File: src/rtl/lock_pkg.sv
// Shared definitions for the chamber lock sequencer.
//   lock_state_e : 3-bit FSM state encodings (codes 6 and 7 are illegal)
//   DIR_UP/DOWN  : travel direction latched when leaving an idle state
//   hold_w()     : width of the gate-hold down-counter for a given hold length
package lock_pkg;

  typedef enum logic [2:0] {
    StIdleLow  = 3'd0,
    StOpenLow  = 3'd1,
    StFill     = 3'd2,
    StOpenHigh = 3'd3,
    StDrain    = 3'd4,
    StIdleHigh = 3'd5
  } lock_state_e;

  localparam logic DIR_UP   = 1'b1;
  localparam logic DIR_DOWN = 1'b0;

  localparam int unsigned HOLD_CYCLES_DEFAULT = 4;

  function automatic int unsigned hold_w(input int unsigned hold_cycles);
    return $clog2(hold_cycles + 1);
  endfunction

  localparam int unsigned HOLD_W = hold_w(HOLD_CYCLES_DEFAULT);

endpackage

File: src/rtl/gate_hold_timer.sv
// Gate-hold down-counter: keeps a gate open for HOLD_CYCLES unobstructed cycles.
//   clock, reset : system clock, asynchronous active-high reset
//   load_i       : reload HOLD_CYCLES-1 (asserted on the edge that opens a gate)
//   freeze_i     : boat in the gateway; count holds
//   expired_o    : count is zero and the gateway is clear
module gate_hold_timer
  import lock_pkg::*;
#(
  parameter int unsigned HOLD_CYCLES = 4
) (
  input  logic clock,
  input  logic reset,
  input  logic load_i,
  input  logic freeze_i,
  output logic expired_o
);

  localparam int unsigned HoldW = hold_w(HOLD_CYCLES);
  localparam logic [HoldW-1:0] LoadVal = HoldW'(HOLD_CYCLES - 1);

  logic [HoldW-1:0] cnt_q;

  always_ff @(posedge clock or posedge reset) begin
    if (reset) begin
      cnt_q <= '0;
    end else if (load_i) begin
      cnt_q <= LoadVal;
    end else if (!freeze_i && (cnt_q != '0)) begin
      cnt_q <= cnt_q - HoldW'(1);
    end
  end

  assign expired_o = (cnt_q == '0) && !freeze_i;

endmodule

File: src/rtl/lock_sequencer.sv
// Chamber lock sequencer: moves boats up or down by sequencing the low/high gates and
// the fill/drain valves as a Moore FSM. Outputs are registered decodes of the state.
//   clock, reset          : system clock, asynchronous active-high reset
//   req_up_i, req_down_i  : boat waiting at low / high side (sampled only when idle)
//   obstruct_i            : boat in an open gateway, freezes the gate hold
//   timer_done_i          : held done level from the external phase timer
//   timer_clr_o           : one-cycle restart pulse for the phase timer
//   gate_*_open_o, fill_valve_o, drain_valve_o : mutually exclusive actuators
//   level_high_o, busy_o, state_o             : status and debug
module lock_sequencer
  import lock_pkg::*;
#(
  parameter int unsigned HOLD_CYCLES = 4
) (
  input  logic       clock,
  input  logic       reset,
  input  logic       req_up_i,
  input  logic       req_down_i,
  input  logic       obstruct_i,
  input  logic       timer_done_i,
  output logic       timer_clr_o,
  output logic       gate_low_open_o,
  output logic       gate_high_open_o,
  output logic       fill_valve_o,
  output logic       drain_valve_o,
  output logic       level_high_o,
  output logic       busy_o,
  output logic [2:0] state_o
);

  lock_state_e state_q, state_d;
  logic        dir_q, dir_d;
  // Age within FILL/DRAIN: 0 = clear cycle, 1 = guard cycle, 2 = done is trusted.
  logic [1:0]  age_q, age_d;
  logic        entering;
  logic        hold_load;
  logic        hold_expired;
  logic        phase_start;

  logic timer_clr_q, gate_low_q, gate_high_q, fill_q, drain_q, level_high_q, busy_q;

  gate_hold_timer #(
    .HOLD_CYCLES(HOLD_CYCLES)
  ) u_hold (
    .clock    (clock),
    .reset    (reset),
    .load_i   (hold_load),
    .freeze_i (obstruct_i),
    .expired_o(hold_expired)
  );

  always_comb begin
    state_d = state_q;
    dir_d   = dir_q;
    case (state_q)
      StIdleLow: begin
        if (req_up_i) begin
          state_d = StOpenLow;
          dir_d   = DIR_UP;
        end else if (req_down_i) begin
          state_d = StFill;
          dir_d   = DIR_DOWN;
        end
      end
      StIdleHigh: begin
        if (req_down_i) begin
          state_d = StOpenHigh;
          dir_d   = DIR_DOWN;
        end else if (req_up_i) begin
          state_d = StDrain;
          dir_d   = DIR_UP;
        end
      end
      StOpenLow: begin
        if (hold_expired) state_d = (dir_q == DIR_UP) ? StFill : StIdleLow;
      end
      StOpenHigh: begin
        if (hold_expired) state_d = (dir_q == DIR_DOWN) ? StDrain : StIdleHigh;
      end
      StFill: begin
        if ((age_q == 2'd2) && timer_done_i) state_d = StOpenHigh;
      end
      StDrain: begin
        if ((age_q == 2'd2) && timer_done_i) state_d = StOpenLow;
      end
      default: state_d = StIdleLow;
    endcase
  end

  always_comb begin
    entering    = (state_d != state_q);
    hold_load   = entering && ((state_d == StOpenLow) || (state_d == StOpenHigh));
    phase_start = entering && ((state_d == StFill) || (state_d == StDrain));
    if (entering) begin
      age_d = 2'd0;
    end else if (age_q == 2'd2) begin
      age_d = 2'd2;
    end else begin
      age_d = age_q + 2'd1;
    end
  end

  // Outputs are registered from the next state so they change on the same edge as
  // the state register and have no combinational path from the inputs.
  always_ff @(posedge clock or posedge reset) begin
    if (reset) begin
      state_q      <= StIdleLow;
      dir_q        <= DIR_DOWN;
      age_q        <= 2'd0;
      timer_clr_q  <= 1'b0;
      gate_low_q   <= 1'b0;
      gate_high_q  <= 1'b0;
      fill_q       <= 1'b0;
      drain_q      <= 1'b0;
      level_high_q <= 1'b0;
      busy_q       <= 1'b0;
    end else begin
      state_q      <= state_d;
      dir_q        <= dir_d;
      age_q        <= age_d;
      timer_clr_q  <= phase_start;
      gate_low_q   <= (state_d == StOpenLow);
      gate_high_q  <= (state_d == StOpenHigh);
      fill_q       <= (state_d == StFill);
      drain_q      <= (state_d == StDrain);
      level_high_q <= (state_d == StOpenHigh) || (state_d == StIdleHigh);
      busy_q       <= (state_d != StIdleLow) && (state_d != StIdleHigh);
    end
  end

  assign timer_clr_o      = timer_clr_q;
  assign gate_low_open_o  = gate_low_q;
  assign gate_high_open_o = gate_high_q;
  assign fill_valve_o     = fill_q;
  assign drain_valve_o    = drain_q;
  assign level_high_o     = level_high_q;
  assign busy_o           = busy_q;
  assign state_o          = state_q;

endmodule

File: config.mk
export PLATFORM = sky130hd
export DESIGN_NAME = lock_sequencer
export DESIGN_NICKNAME = d
export VERILOG_FILES = /design/src/rtl/lock_pkg.sv /design/src/rtl/gate_hold_timer.sv /design/src/rtl/lock_sequencer.sv
export SDC_FILE = /design/constraint.sdc
export NUM_CORES = 1
export LEC_CHECK = 0
export CORE_MARGIN = 2
export CORE_UTILIZATION = 35
export CTS_BUF_LIST = sky130_fd_sc_hd__clkbuf_2
export DETAILED_ROUTE_END_ITERATION = 7
export PLACE_DENSITY = 0.69
export RECOVER_POWER = 100
export SLEW_MARGIN = 15
export SYNTH_ARGS = -nofsm -noshare
export SYNTH_HDL_FRONTEND = slang
export SYNTH_SLANG_ARGS = --single-unit
File: constraint.sdc
create_clock -name clock -period 1.9 [get_ports clock]
set_input_delay 0.19 -clock clock [delete_from_list [all_inputs] [get_ports clock]]
set_output_delay 0.19 -clock clock [all_outputs]
set_load 0.01 [all_outputs]
# After elaboration in Yosys (flattened, before gate mapping)

Index checks and enable logic that the tools add are counted.

Add/sub/neg operators: 2
Equal/unequal tests: 15
Multiplexer cells: 20
Reduce and logical (&&, ||, !) cells: 17

Operators by type and width:

| operator                                         | number |
|---|---|
| 2-to-1 mux 3 bit                                 | 10 |
| case mux 3 bit (6 select lines)                  | 1 |
| == test 3 x 2 -> 1 bit, second input constant    | 4 |
| == test 3 bit, second input constant             | 4 |
| != test 3 bit, second input constant             | 3 |
| == test 3 x 1 -> 1 bit, second input constant    | 2 |
| logical AND 1 bit                                | 6 |
| zero test 3 bit                                  | 2 |
| 2-to-1 mux 2 bit                                 | 3 |
| nonzero test 3 bit                               | 2 |
| 2-to-1 mux 1 bit                                 | 5 |
| nonzero test 2 bit                               | 2 |
| logical OR 1 bit                                 | 3 |
| != test 3 bit                                    | 1 |
| AND reduction 3 bit                              | 1 |
| subtractor 3 x 1 -> 3 bit, second input constant | 1 |
| adder 2 x 1 -> 2 bit, second input constant      | 1 |
| == test 2 bit, second input constant             | 1 |
| case mux 1 bit (2 select lines)                  | 1 |
| zero test 1 bit                                  | 1 |

Bits in registers: 16
Bits of input ports: 6
Logic and storage cells: 65

# Longest topological paths before layout

Depth after elaboration: 8
Depth in mapped cells: 10
Depth with buffers taken out: 8

# Modules after synthesis

From an unflattened synthesis, not the netlist that was laid out.

Cell total of the unflattened synthesis: 99
Area total of the unflattened synthesis: 955.9 um2

By module, submodules not included:

| module          | times used | cells an instance | area an instance (um2) |
|---|---|---|---|
| lock_sequencer  | 1          | 78                | 768.2 |
| gate_hold_timer | 1          | 21                | 187.7 |

# Worst setup path after synthesis

Ideal clock, no wire load.

Path type: flip-flop to flip-flop
From: reg u_hold.cnt_q[0]
To: reg u_hold.cnt_q[0]
Arrival: 1.799 ns
Data required time: 1.768 ns
Setup slack: -0.031 ns
Cell stages (with the launch flop): 11
Path buffers: 2
Clock period less this slack: 1.931 ns
Cell sequence: dfrtp_1 > inv_1 > ha_1 > ha_1 > buf_2 > inv_1 > o311ai_1 > and4_1 > buf_4 > a311oi_2 > or3b_1

Word-level cells in the longest chain between the ends: 8
Elaborated cells between the ends (all ways): 16
Classes of those cells: add/sub: 1; eq/ne: 3; mux: 5; reduce/logical: 7

Ends and longest elaborated chain:

| item                                                             | line                                       | source |
|---|---|---|
| start: declaration                                               | gate_hold_timer.sv:21                      | `logic [HoldW-1:0] cnt_q;` |
| start signal: assignment                                         | gate_hold_timer.sv:27                      | `cnt_q <= LoadVal;` |
| start signal: assignment                                         | gate_hold_timer.sv:29                      | `cnt_q <= cnt_q - HoldW'(1);` |
| zero test 3 bit                                                  | gate_hold_timer.sv:33                      | `assign expired_o = (cnt_q == '0) && !freeze_i;` |
| logical AND 1 bit                                                | gate_hold_timer.sv:33                      |  |
| 2-to-1 mux 3 bit (on tied branches)                              | lock_sequencer.sv:78, lock_sequencer.sv:75 |  |
| case mux 3 bit (6 select lines)                                  | lock_sequencer.sv:55                       | `case (state_q)` |
| == test 3 x 1 -> 1 bit or == test 3 x 2 -> 1 bit (tied branches) | lock_sequencer.sv:92                       | `hold_load = entering && ((state_d == StOpenLow) \|\| (state_d == StOpenHigh));` |
| logical OR 1 bit                                                 | lock_sequencer.sv:92                       |  |
| logical AND 1 bit                                                | lock_sequencer.sv:92                       |  |
| 2-to-1 mux 3 bit or nonzero test 2 bit (tied branches)           | -                                          |  |

Several ways; a longest one is shown, not always the timed one. The select of a mux whose other input is x is not followed.
A chain may end at the register's enable or synchronous reset.

# Worst setup path after layout

Same ends and word-level chain as after synthesis.

==> results.yml <==
run_status:
  status: "finished clean"
clock_network:
  tritoncts_buffers: 3
  path_clk_slew_ns: 0.16
  cts.path.max_buffers: 2
  h_tree_lvl_count: 1
  cts_tree: "built"
  clock_insertion_delay_worst_skew_ns: 0.29
  postCtsSetupBuffers: 0
  ctsHoldBuffers: 0
  cts.sinks: 16
  ctsRootBufferMaster: "clkbuf_2"
drt:
  finalWirelength_um: 1744
  drcViolationCount: 0
  vias: 716
  drt-wirelength-per-cell_um: 12.28
  drtAntennaViolNets: 0
  dr.first_iter.drc_count: 12
  post_drt_via_cell_ratio: 5.042
  first_pass_iters: 3
yosys:
  ys_top_cells_by_area: "dfrtp_1 43%, ha_1 5.4%, inv_1 4.0%, o21ai_0 2.7%, nor4b_4 2.6%"
  synthesis.nets: 99
  syn-cell-area_um2: 929.6
  seq_area_frac_synth: 0.4307
  yosys.cell_count.top_type: "dfrtp_1"
  synth_async_sr_flop_share: 1.000
  post_synth.cell_area_avg_um2: 10.45
  synth_top_area_frac: 0.4307
  synth.lib_cells_used.distinct: 39
  postSynthCellCount: 89
  ys_top_cells_by_count: "16 x dfrtp_1, 10 x inv_1, 5 x o21ai_0"
  synth-main-ff-cell: "dfrtp_1"
  netlist.top_cell.by_area: "dfrtp_1"
  synth_enable_flop_cells: 0
  postSynthRegisterBits: 16
  ys.warnings.count: 0
worst_setup_path:
  cp_data_arrival_time_ns: 2.01
  critical_path_class: "flop to flop"
  critPathTopFamily: "simple AND/OR/NAND/NOR gates"
  worst-path-buf-inv: 2
  critical_path.cell_chain: "inv_2, ha_4, ha_4, inv_2, o311ai_1, and4_1, a311oi_2, or3b_1"
  cp_max_fo: 5
  cp-end-kind: "flop"
  timing.critical_path.from_type: "flop"
  worst_path_largest_cell_delay_ns: 0.42
  critPathSlowestCell: "dfrtp_1"
  cp_data_required_time_ns: 2.09
sta:
  grt_setup_unrepaired: "true"
  tightestPinTransition_ns: 0.6146
  timing_hold_violations_final: 0
  slew-limit-headroom: 0.5898
  min_period_ns: 1.822
  fin_ws_ns: 0.07798
  clock-skew-final_ns: 0.01784
  period_share: 0.9590
  max_clock_freq_mhz: 548.8
  worst_hold_slack_ns: 0.3831
  setup_tns_ns: 0
  final_max_slew_viol_count: 0
  setup-violations-final: 0
placed_design:
  io_buffer_count: 15
  gpl.final_weighted_congestion: 0.8316
  pre_cts_ws_ns: -0.02724
  dp.final_hpwl_um: 1283
power_and_ir_drop:
  finalPower_mw: 1.768
  powerDensity_nw_per_um2: 1463
  power.share.clock: 0.085
  power.static_leakage_nw: 0.5446
  p_sw_uw: 697.5
  p_sw_frac: 0.3944
  internal_power_mw: 1.071
  power.combinational.fraction: 0.603
  vdd_drop_max_mv: 0.7503
  seq_power_share: 0.313
floorplan:
  std_cell_rows: 18
  i_o_pins: 16
  die_height_um: 55.54
  dieArea_um2: 3084
  coreArea_um2: 2500
  start_util: 0.3719
  die_x_um: 55.54
global_routing:
  gr-total-overflow: 0
  first_global_vias: 745
  grt.total_usage: 0.1266
  antenna_found_initial: 0
  wire_length_of_the_first_global_routing_pass_um: 3160
  grt_start_max_net_pins: 17
flow_run:
  drv_cap: 0
finish:
  final-seq-area_um2: 400.4
  area_of_the_multi_input_gates_um2: 484.2
  final_layout_net_count: 123
  drive_above_1_share: 0.2500
  antennaDiodeCount: 0
  final.fill_count: 242
  syn2layout_area_growth_pct: 30.01
  layout.core_utilization: 0.4835
min_path:
  worstHoldPathType: "primary input to asynchronous set/reset pin"
-- placed cells by master, fill, tap and decap left out, drive strengths merged, types with 4 or more instances in the layout --
master,instances
o21ai,6
ha,4
clkdlybuf4s50,7
dlygate4sd3,8
inv,10
buf,9
dfrtp,16
nand2,5
-- layer usage --
layer | track usage | wire length [um] | vias to the layer above
met2 | 0.2075 | 825 | 19
met4 | 0.04530 | 31 | 0
met1 | 0.1544 | 809 | 337
met3 | 0.04215 | 78 | 4
met5 | 0 | 0 | -
li1 | - | - | 356
-- logic make-up after synthesis --
logic type      Yosys count  share of synthesized area
fa+ha+maj                 4                    0.05384
flops                    16                     0.4307
buf+inv                  15                    0.08344
xor+xnor                  2                    0.01885
compound gates           21                     0.1830
simple gates             31                     0.2301
-- final cells by class --
cell class | instances | share of cell area
repair buffers | 24 | 0.1905
clock inverters | 1 | 0.003106
flip-flops and latches | 16 | 0.3313
clock buffers | 3 | 0.01242
inverters | 10 | 0.03106
multi-input cells | 58 | 0.4006
well taps | 30 | 0.03106
-- power by group through the flow --
| stage | clock network, mW | logic, mW | registers [mW] |
|---|---|---|---|
| floorplan | 0 | 0.648 | 0.593 |
| global placement | 0 | 0.991 | 0.555 |
| detailed placement | 0 | 1.01 | 0.557 |
| CTS | 0.158 | 1.06 | 0.551 |
| global route | 0.173 | 1.18 | 0.571 |
| finish | 0.150 | 1.07 | 0.553 |
-- timing repair --
action                     4_1_cts  5_1_grt
pin swaps                        4        4
setup endpoints to repair        3        5
resized for setup                4        5
-- through the flow --
stage / instance area (um^2) / instances
finish: 1209 / 142
global route: 1209 / 142
CTS: 1201 / 142
detailed placement: 1157 / 138
global placement: 1157 / 138
floorplan: 939.7 / 89
-- final timing paths --
| path | startpoint | to | slack [ns] | cells after the start |
|---|---|---|---|---|
| setup / recovery | u_hold.cnt_q[0]$_DFFE_PP0P_ | u_hold.cnt_q[0]$_DFFE_PP0P_ | 0.08 | 8 |
| hold / removal | reset | u_hold.cnt_q[0]$_DFFE_PP0P_ | 0.38 | 2 |
| setup reg to reg | u_hold.cnt_q[0]$_DFFE_PP0P_ | u_hold.cnt_q[0]$_DFFE_PP0P_ | 0.08 | 8 |
| hold reg to reg | u_hold.cnt_q[2]$_DFFE_PP0P_ | u_hold.cnt_q[2]$_DFFE_PP0P_ | 0.58 | 2 |
| max in group asynchronous | reset | gate_low_open_o$_DFF_PP0_ | 1.10 | 2 |
| min in group clock | u_hold.cnt_q[2]$_DFFE_PP0P_ | u_hold.cnt_q[2]$_DFFE_PP0P_ | 0.58 | 2 |
No activity file was read; power rests on OpenSTA's default activity.
